==> src/rtl/eth_frame_tx_if.sv <==
// eth_frame_tx_if: payload byte stream in and framed MAC byte stream out of the Ethernet framer
interface eth_frame_tx_if;
  logic [7:0] s_data;
  logic       s_valid;
  logic       s_last;
  logic       s_ready;
  logic [7:0] m_data;
  logic       m_valid;
  logic       m_sof;
  logic       m_eof;
  modport master (output s_data, s_valid, s_last, input s_ready, m_data, m_valid, m_sof, m_eof);
  modport slave  (input s_data, s_valid, s_last, output s_ready, m_data, m_valid, m_sof, m_eof);
endinterface

==> src/rtl/eth_frame_tx.sv <==
// eth_frame_tx: byte-serial Ethernet II framer (preamble, header, payload, pad, IFG); define ETH_TX_FCS_EN to append CRC-32 FCS
module eth_frame_tx #(
  parameter logic [47:0] DST_MAC     = 48'h01_00_5E_00_00_01,
  parameter logic [47:0] SRC_MAC     = 48'h02_00_00_00_00_01,
  parameter logic [15:0] ETHERTYPE   = 16'h0800,
  parameter bit          VLAN_TAG_EN = 1'b0,
  parameter logic [11:0] VLAN_VID    = 12'd1,
  parameter int          MAX_PAYLOAD = 1500,
  parameter int          IFG_CYCLES  = 12
) (
  input  logic          clk,
  input  logic          rst,
  eth_frame_tx_if.slave bus,
  output logic          busy,
  output logic [15:0]   frame_cnt,
  output logic          err_oversize
);
  localparam logic [2:0] S_IDLE = 3'd0;
  localparam logic [2:0] S_PRE  = 3'd1;
  localparam logic [2:0] S_HDR  = 3'd2;
  localparam logic [2:0] S_PAY  = 3'd3;
  localparam logic [2:0] S_PAD  = 3'd4;
  localparam logic [2:0] S_FCS  = 3'd5;
  localparam logic [2:0] S_IFG  = 3'd6;
`ifdef ETH_TX_FCS_EN
  localparam bit FCS_EN = 1'b1;
`else
  localparam bit FCS_EN = 1'b0;
`endif
  localparam logic [10:0] HDR_LAST = VLAN_TAG_EN ? 11'd17 : 11'd13;
  localparam logic [10:0] MIN_LEN  = VLAN_TAG_EN ? 11'd42 : 11'd46;
  localparam logic [10:0] MAX_LEN  = 11'(MAX_PAYLOAD);
  localparam logic [10:0] IFG_LAST = 11'(IFG_CYCLES - 1);
  // Header packed MSB-first; the untagged form is left-aligned so byte i sits at the same offset in both
  localparam logic [143:0] HDR = VLAN_TAG_EN ? {DST_MAC, SRC_MAC, 16'h8100, 4'h0, VLAN_VID, ETHERTYPE}
                                             : {DST_MAC, SRC_MAC, ETHERTYPE, 32'h0};

  logic [2:0]  state_q, state_d;
  logic [10:0] cnt_q, cnt_d;
  logic [7:0]  hold_q, hold_d;
  logic [7:0]  m_data_q, m_data_d;
  logic        m_valid_q, m_valid_d;
  logic        m_sof_q, m_sof_d;
  logic        m_eof_q, m_eof_d;
  logic        s_ready_q, s_ready_d;
  logic        busy_q, busy_d;
  logic        err_q, err_d;
  logic [15:0] frame_cnt_q, frame_cnt_d;
  logic        close, finish;
  logic [4:0]  hdr_sel;
  logic [7:0]  hdr_byte, fcs_byte;

  assign hdr_sel  = 5'd17 - cnt_q[4:0];
  assign hdr_byte = 8'(HDR >> {hdr_sel, 3'b000});

`ifdef ETH_TX_FCS_EN
  logic [31:0] crc_q, crc_d;
  logic        crc_en;

  function automatic logic [31:0] crc8(input logic [31:0] c, input logic [7:0] b);
    logic [31:0] r;
    r = c ^ {24'd0, b};
    for (int i = 0; i < 8; i++) r = r[0] ? (r >> 1) ^ 32'hEDB88320 : r >> 1;
    return r;
  endfunction

  assign crc_en   = m_valid_d && (state_q inside {S_HDR, S_PAY, S_PAD});
  assign fcs_byte = 8'(~crc_q >> {cnt_q[1:0], 3'b000});

  // CRC runs over every header/payload/pad byte as it leaves; reloaded while idle
  always_comb crc_d = (state_q == S_IDLE) ? '1 : crc_en ? crc8(crc_q, m_data_d) : crc_q;

  // CRC register
  always_ff @(posedge clk or posedge rst)
    if (rst) crc_q <= '1;
    else crc_q <= crc_d;
`else
  assign fcs_byte = 8'h00;
`endif

  // Frame sequencer: picks the byte to register onto m_data this cycle and the next state
  always_comb begin
    state_d   = state_q;
    cnt_d     = cnt_q;
    hold_d    = hold_q;
    m_data_d  = 8'h00;
    m_valid_d = 1'b0;
    m_sof_d   = 1'b0;
    m_eof_d   = 1'b0;
    err_d     = 1'b0;
    close     = 1'b0;
    finish    = 1'b0;
    case (state_q)
      S_IDLE: if (bus.s_valid) begin
        state_d   = S_PRE;
        cnt_d     = 11'd1;
        m_data_d  = 8'h55;
        m_valid_d = 1'b1;
        m_sof_d   = 1'b1;
      end
      S_PRE: begin
        m_valid_d = 1'b1;
        m_data_d  = (cnt_q == 11'd7) ? 8'hD5 : 8'h55;
        cnt_d     = (cnt_q == 11'd7) ? 11'd0 : cnt_q + 11'd1;
        state_d   = (cnt_q == 11'd7) ? S_HDR : S_PRE;
      end
      S_HDR: begin
        m_valid_d = 1'b1;
        m_data_d  = hdr_byte;
        cnt_d     = (cnt_q == HDR_LAST) ? 11'd0 : cnt_q + 11'd1;
        state_d   = (cnt_q == HDR_LAST) ? S_PAY : S_HDR;
      end
      S_PAY: begin
        // Byte MAX_LEN is held back so it can carry the frame end once s_last of an oversize packet arrives
        m_valid_d = !bus.s_valid || cnt_q < MAX_LEN - 11'd1 || bus.s_last;
        m_data_d  = !bus.s_valid ? 8'h00 : (cnt_q == MAX_LEN) ? hold_q : bus.s_data;
        cnt_d     = (bus.s_valid && cnt_q < MAX_LEN) ? cnt_q + 11'd1 : cnt_q;
        hold_d    = (bus.s_valid && cnt_q == MAX_LEN - 11'd1) ? bus.s_data : hold_q;
        err_d     = bus.s_valid && bus.s_last && cnt_q == MAX_LEN;
        close     = bus.s_valid && bus.s_last;
        state_d   = (close && cnt_d < MIN_LEN) ? S_PAD : S_PAY;
        finish    = close && cnt_d >= MIN_LEN;
      end
      S_PAD: begin
        m_valid_d = 1'b1;
        cnt_d     = cnt_q + 11'd1;
        finish    = cnt_d == MIN_LEN;
      end
      S_FCS: begin
        m_valid_d = 1'b1;
        m_data_d  = fcs_byte;
        m_eof_d   = cnt_q == 11'd3;
        cnt_d     = (cnt_q == 11'd3) ? 11'd0 : cnt_q + 11'd1;
        state_d   = (cnt_q == 11'd3) ? S_IFG : S_FCS;
      end
      S_IFG: begin
        cnt_d   = (cnt_q == IFG_LAST) ? 11'd0 : cnt_q + 11'd1;
        state_d = (cnt_q == IFG_LAST) ? S_IDLE : S_IFG;
      end
      default: state_d = S_IDLE;
    endcase
    if (finish) begin
      state_d = FCS_EN ? S_FCS : S_IFG;
      cnt_d   = 11'd0;
      m_eof_d = !FCS_EN;
    end
  end

  // Status outputs follow the next state so they line up with the registered stream
  always_comb begin
    s_ready_d   = state_d == S_PAY;
    busy_d      = state_d != S_IDLE;
    frame_cnt_d = frame_cnt_q + 16'(m_eof_d);
  end

  // State and output registers; reset aborts any frame in flight
  always_ff @(posedge clk or posedge rst)
    if (rst) begin
      state_q     <= S_IDLE;
      cnt_q       <= '0;
      hold_q      <= '0;
      m_data_q    <= '0;
      m_valid_q   <= 1'b0;
      m_sof_q     <= 1'b0;
      m_eof_q     <= 1'b0;
      s_ready_q   <= 1'b0;
      busy_q      <= 1'b0;
      err_q       <= 1'b0;
      frame_cnt_q <= '0;
    end else begin
      state_q     <= state_d;
      cnt_q       <= cnt_d;
      hold_q      <= hold_d;
      m_data_q    <= m_data_d;
      m_valid_q   <= m_valid_d;
      m_sof_q     <= m_sof_d;
      m_eof_q     <= m_eof_d;
      s_ready_q   <= s_ready_d;
      busy_q      <= busy_d;
      err_q       <= err_d;
      frame_cnt_q <= frame_cnt_d;
    end

  assign bus.s_ready   = s_ready_q;
  assign bus.m_data    = m_data_q;
  assign bus.m_valid   = m_valid_q;
  assign bus.m_sof     = m_sof_q;
  assign bus.m_eof     = m_eof_q;
  assign busy          = busy_q;
  assign frame_cnt     = frame_cnt_q;
  assign err_oversize  = err_q;

  a_no_stall: assert property (@(posedge clk) disable iff (rst) state_q == S_PAY |-> bus.s_valid)
    else $error("upstream stalled during payload");
endmodule

==> src/flat_wrapper.sv <==
// flat-port wrapper written by rule: the top's interface ports become plain ports
module eth_frame_tx_flat 
#(
  parameter logic [47:0] DST_MAC     = 48'h01_00_5E_00_00_01,
  parameter logic [47:0] SRC_MAC     = 48'h02_00_00_00_00_01,
  parameter logic [15:0] ETHERTYPE   = 16'h0800,
  parameter bit          VLAN_TAG_EN = 1'b0,
  parameter logic [11:0] VLAN_VID    = 12'd1,
  parameter int          MAX_PAYLOAD = 1500,
  parameter int          IFG_CYCLES  = 12
)
  (clk, rst, busy, frame_cnt, err_oversize, bus_s_data, bus_s_valid, bus_s_last, bus_s_ready, bus_m_data, bus_m_valid, bus_m_sof, bus_m_eof);
  eth_frame_tx_if bus_i ();
  input  logic clk;
  input  logic rst;
  output logic busy;
  output logic [15:0] frame_cnt;
  output logic err_oversize;
  input wire logic [$bits(bus_i.s_data)-1:0] bus_s_data;
  input wire logic [$bits(bus_i.s_valid)-1:0] bus_s_valid;
  input wire logic [$bits(bus_i.s_last)-1:0] bus_s_last;
  output wire logic [$bits(bus_i.s_ready)-1:0] bus_s_ready;
  output wire logic [$bits(bus_i.m_data)-1:0] bus_m_data;
  output wire logic [$bits(bus_i.m_valid)-1:0] bus_m_valid;
  output wire logic [$bits(bus_i.m_sof)-1:0] bus_m_sof;
  output wire logic [$bits(bus_i.m_eof)-1:0] bus_m_eof;
  assign bus_i.s_data = bus_s_data;
  assign bus_i.s_valid = bus_s_valid;
  assign bus_i.s_last = bus_s_last;
  assign bus_s_ready = bus_i.s_ready;
  assign bus_m_data = bus_i.m_data;
  assign bus_m_valid = bus_i.m_valid;
  assign bus_m_sof = bus_i.m_sof;
  assign bus_m_eof = bus_i.m_eof;
  eth_frame_tx #(.DST_MAC(DST_MAC), .SRC_MAC(SRC_MAC), .ETHERTYPE(ETHERTYPE), .VLAN_TAG_EN(VLAN_TAG_EN), .VLAN_VID(VLAN_VID), .MAX_PAYLOAD(MAX_PAYLOAD), .IFG_CYCLES(IFG_CYCLES)) u_core (.clk(clk), .rst(rst), .bus(bus_i), .busy(busy), .frame_cnt(frame_cnt), .err_oversize(err_oversize));
endmodule
==> config.mk <==
export PLATFORM = sky130hd
export DESIGN_NAME = eth_frame_tx_flat
export DESIGN_NICKNAME = d
export VERILOG_FILES = /design/src/rtl/eth_frame_tx_if.sv /design/src/rtl/eth_frame_tx.sv /design/src/flat_wrapper.sv
export SDC_FILE = /design/constraint.sdc
export NUM_CORES = 1
export LEC_CHECK = 0
export CORE_MARGIN = 3
export CORE_UTILIZATION = 50
export DETAILED_ROUTE_END_ITERATION = 16
export MAX_ROUTING_LAYER = met4
export PLACE_DENSITY = 0.73
export SLEW_MARGIN = 30
export SYNTH_ARGS = -nofsm -noshare
export SYNTH_HDL_FRONTEND = slang
export SYNTH_SLANG_ARGS = --single-unit
==> constraint.sdc <==
create_clock -name clk -period 4.38 [get_ports clk]
set_input_delay 0.438 -clock clk [delete_from_list [all_inputs] [get_ports clk]]
set_output_delay 0.438 -clock clk [all_outputs]
set_load 0.05 [all_outputs]
# --- Yosys cells after proc, flatten, opt, wreduce, memory -nomap -nowiden ---
# Cells that the tools add are included.
word_totals:
  out_inout_bits: 30
  register_bits: 52
  word_cells: 77
  input_bits: 12
classes:
  n_eq_ne: 15
  reduce_logical: 15
  shift: 1
  addsub: 3
  n_lt_le_gt_ge: 4
  mux: 28
ops:
  columns: ["op", "count"]
  rows:
  - ["$shr 137x8->8 const A", 1]
  - ["$mux 11", 7]
  - ["$pmux 11 s7", 1]
  - ["$pmux 8 s4", 1]
  - ["$mux 8", 3]
  - ["$eq 11x11->1 const B", 2]
  - ["$eq 11x4->1 const B", 2]
  - ["$lt 11x11->1 const B", 2]
  - ["$pmux 3 s7", 1]
  - ["$add 16x1->16", 1]
  - ["$mux 3", 4]
  - ["$add 11x1->11 const B", 1]
  - ["$eq 11x2->1 const B", 1]
  - ["$eq 11x3->1 const B", 1]
  - ["$eq 11x6->1 const B", 1]
  - ["$ge 11x6->1 const B", 1]
  - ["$lt 11x6->1 const B", 1]
  - ["$eq 3x2->1 const B", 3]
  - ["$eq 3x3->1 const B", 3]
  - ["$reduce_bool 8->1", 1]
  - ["$mux 7", 1]
  - ["$logic_and 1x1->1", 6]
  - ["$mux 1", 6]
  - ["$sub 5x5->5 const A", 1]
  - ["other kinds (11)", 14]

# --- Longest topological paths before layout ---
logic_depth:
  depth_word: 9
  depth_mapped: 16
  ltp_nobuf: 15

# --- Worst setup path before layout ---
# No wires, ideal clock.
synth_path:
  kind: "flip-flop to flip-flop"
  from: "register u_core.cnt_q[1]"
  to: "register u_core.frame_cnt_q[10], in the netlist u_core.frame_cnt[10]"
  setup_time_ns: 0.142
  path_slack_ns: 1.166
  synth_period_minus_slack_ns: 3.214
  n_path_buf: 1
  path_stages_with_launch: 16
  required_time_ns: 4.238
  t_arrival_ns: 3.072
  path_cell_list: "dfrtp_1 -> ha_1 -> and4_1 -> buf_2 -> nand3_2 -> mux2i_1 -> a2111oi_4 -> o21a_2 -> o21ai_0 -> or2_1 -> ha_1 -> ha_1 -> nand3_1 -> nor3_1 -> nand2_1 -> xnor2_1"
synth_via:
  elab_chain_cells: 8
  elab_cells_between_ends: 12
  classes_between: "add/sub: 2; order compare: 2; eq/ne: 2; mux: 4; reduce/logical: 2"
synth_rtl:
  columns: ["element", "line", "source"]
  rows:
  - ["start, declared", "eth_frame_tx.sv:39", "logic [10:0] cnt_q, cnt_d;"]
  - ["start signal, assigned", "eth_frame_tx.sv:172", "cnt_q <= cnt_d;"]
  - ["$lt 11x11->1", "eth_frame_tx.sv:117", "cnt_d = (bus.s_valid && cnt_q < MAX_LEN) ? cnt_q + 11'd1 : cnt_q;"]
  - ["$logic_and 1x1->1", "eth_frame_tx.sv:117", null]
  - ["$mux 11", "eth_frame_tx.sv:117", null]
  - ["$ge 11x6->1", "eth_frame_tx.sv:122", "finish = close && cnt_d >= MIN_LEN;"]
  - ["$logic_and 1x1->1", "eth_frame_tx.sv:122", null]
  - ["$pmux 1 s2", "eth_frame_tx.sv:93", "case (state_q)"]
  - ["$mux 1 *", "eth_frame_tx.sv:142", "if (finish) begin"]
  - ["net u_core.m_eof_d", "eth_frame_tx.sv:44", "logic m_eof_q, m_eof_d;"]
  - ["$add 16x1->16 *", "eth_frame_tx.sv:153", "frame_cnt_d = frame_cnt_q + 16'(m_eof_d);"]
  - ["net u_core.frame_cnt_d[10]", "eth_frame_tx.sv:48", "logic [15:0] frame_cnt_q, frame_cnt_d;"]
  - ["end signal, assigned", "eth_frame_tx.sv:181", "frame_cnt_q <= frame_cnt_d;"]
  - ["end, declared", "eth_frame_tx.sv:48", null]
# The timed path passes the listed nets; every way through them passes the cells marked *.
# A chain may end at the register's enable or synchronous reset.

# --- Final worst setup path ---
layout_path:
  from: "register u_core.cnt_q[6]"
  to: "register u_core.frame_cnt_q[12], in the netlist u_core.frame_cnt[12]"
# Same word-level chain as after synthesis.

==> results.cfg <==
[global_route]
use_met2_pct = 36.77
grt_overflow_total = 0
grt_pass1_vias = 2836
grt.busiest_layer = met2
grt_max_degree = 53
use_met3_pct = 3.779
antenna_found_initial = 0
use_met1_pct = 34.78
grt_usage_pct = 24.63
grt_pass1_wl_um = 14590

[synthesis]
synth_cell_types = 72
yosys-top-cells-area = dfrtp_1, ha_1, nand2_1
synth_edf_count = 0
netlist_area_um2 = 3465
yosys.area.top_type = dfrtp_1
ys_ff_latch = 52
synth_top_area_share_pct = 37.56
syn-num-nets = 388
async_reset_ff_share_pct = 100.0
ys.flop_type = dfrtp_1
yosysSeqAreaShare_pct = 37.56
ys_warn_count = 0
synth_cells = 365
syn_avg_cell_area_um2 = 9.492

[job]
drv_cap = 0

[worst_setup_path]
regToRegEndpoint = u_core.frame_cnt[12]
crit_required_ns = 4.58
criticalPathCategory = flip-flop to flip-flop
regToRegStartpoint = u_core.cnt_q[6]
r2r_setup_slack_ns = 0.56
r2r_cells = 13
cp_max_fo = 12
arrival_ns = 4.02
cp-start-kind = flip-flop
endpoint_kind = flip-flop

[route]
antenna_left = 0
wl_per_cell_um = 18.92
wl_um = 9043
drtIter0Drc = 261
via_per_inst = 6.230
first_pass_iters = 6
drc = 0
vias = 2978

[cts]
cts.sink_count = 52
htree_levels = 2
clk_pin_slew_worst_paths_ns = 0.10
cts_resized = 0
cts_tree = yes
cts_buffer_depth = 2
clockRootBuffer = clkbuf_8
ctsHoldBuffers = 0
post_cts_buffers = 0
numCtsBuffers = 5
worstSkewPairLatency_ns = 0.31

[pwr]
power_mw = 2.124
comb_power_share_pct = 52.9
clockPowerShare_pct = 16.0
power_density_nw_per_um2 = 528.9
vdd_drop_max_uv = 311.0
p_sw_share_pct = 46.07
p_int_mw = 1.146
leakage_nw = 1.770
seqPwrFrac_pct = 31.0
switching_power_mw = 0.9787

[final_layout]
final_nets = 423
syn2layout_area_growth_pct = 15.93
drive_gt1_share_pct = 12.97
final_common_cell = dfrtp_1
layout_common_cells = dfrtp_1, clkdlybuf4s50_1, nand2_1, nor2_1, nand3_1
final_util_pct = 61.49
n_antenna_cell = 0
instances_no_fill = 478

[placed_design]
place_congestion = 0.9544
dpl.cell_count = 470
hpwl_um = 6817
io_buffers = 41
place_ws_ns = 0.5198

[die]
start_util_pct = 53.05
dieWidth_um = 89.24
num_rows = 29
die_area_um2 = 7964
ios = 42
coreArea_um2 = 6531
fp.dieH_um = 89.24

[min_path]
hold_end = u_core.frame_cnt[15]
hold_class = flip-flop to flip-flop
hp-start = u_core.frame_cnt[15]
holdPathStages = 1

[sta]
period_share_pct = 87.20
post-route-min-period_ns = 3.819
clock_skew_ns = 0.009528
hold_viol_final = 0
rsz0062_at_grt = no
tns_ns = 0
setup_slack_ns = 0.5606
tightest_slew_ns = 0.7427
drv_slew = 0
slew-limit-headroom_pct = 50.10
setup_violations = 0
max_freq_mhz = 261.8

[outcome]
outcome = complete, no violations
## metrics by stage
step | hold WS, ns | area, um^2
floorplan | 0.4800 | 3465
global placement | 0.4626 | 3902
detailed placement | 0.4750 | 3905
CTS | 0.4880 | 4016
global route | 0.4981 | 4016
finish | 0.4789 | 4016
## registers in the layout, indices dropped and copies added (netlist names)
signal	count
u_core.frame_cnt	16
u_core.cnt_q	11
u_core.bus.m_data	8
u_core.hold_q	8
u_core.state_q	3
u_core.bus.m_eof	1
u_core.bus.m_sof	1
u_core.bus.m_valid	1
u_core.bus.s_ready	1
u_core.busy	1
u_core.err_oversize	1
## cell usage after synthesis, types with 4 or more instances
cell and count:
clkbuf_1 6, a22oi_1 4, and3_1 6, nand2_1 36, a21oi_1 14, nor2_1 26
nor3_1 10, o21ai_0 16, nand2b_1 4, inv_1 13, dfrtp_1 52, xnor2_1 15
nand3_1 18, nand4_1 4, ha_1 11, mux2_2 8, xor2_1 6, buf_6 4
o21a_1 4, buf_4 4, mux2i_1 11, o21ai_1 4, buf_2 7, o211ai_1 9
o22ai_1 7
## routing by layer
metal / up-vias / routed length, um / share of wire (%)
met2: 100 / 4125 / 46
met1: 1446 / 4250 / 47
met3: 21 / 482 / 5.3
met4: 0 / 184 / 2.0
met5: - / 0 / 0
li1: 1411 / - / -
## power by group through the flow
stage | clock [mW] | combinational (mW) | sequential, mW
2_1_floorplan | 0 | 0.721 | 0.759
3_3_place_gp | 0 | 1.11 | 0.667
3_5_place_dp | 0 | 1.11 | 0.667
4_1_cts | 0.350 | 1.12 | 0.656
5_1_grt | 0.365 | 1.22 | 0.675
6_report | 0.340 | 1.12 | 0.659
## worst max-delay path, cell delays in order, from the launching register on
cell and delay [ns]:
dfrtp_1 0.67, and4_4 0.33, o31a_1 0.39, or2_0 0.37, a221oi_1 0.12, o21a_2 0.24, o21ai_0 0.30, or2_1 0.19
ha_1 0.19, ha_1 0.19, nand3_1 0.14, nor3_1 0.33, nand2_1 0.11, xnor2_1 0.13
## how the worst max path moves through the flow
stage / from / to / slack [ns] / cells after the start
after global routing: u_core.cnt_q[6] / u_core.frame_cnt[10] / 0.06 / 13
after global placement: bus_s_valid / u_core.frame_cnt[12] / 0.61 / 14
after floorplan: u_core.cnt_q[1] / u_core.frame_cnt[10] / 1.17 / 15
after CTS: u_core.cnt_q[6] / u_core.frame_cnt[14] / 0.59 / 13
after detailed placement: bus_s_valid / u_core.frame_cnt[12] / 0.52 / 14
final: u_core.cnt_q[6] / u_core.frame_cnt[12] / 0.56 / 13
## kinds of logic (layout without fill, tap and decap cells)
group	Yosys count	count (layout)	synth area share [%]
adder cells (fa/ha/maj)	11	11	3.972
AND/OR/NAND/NOR	134	134	21.45
XOR/XNOR	21	21	5.309
flip-flops	52	52	37.56
AO/OA/AOI/OAI	93	93	20.59
multiplexers	19	19	5.778
buffers and inverters	35	71	5.345
## area by class of cell
cell class,count,area [um^2]
timing repair buffer,50,478.0
multi-input combinational,278,1978
sequential,52,1301
inverter,13,51.30
clock buffer,6,72.57
clock inverter,2,38.79
fill,547,2515
tap,77,96.34
No activity file was read; power rests on OpenSTA's default activity.
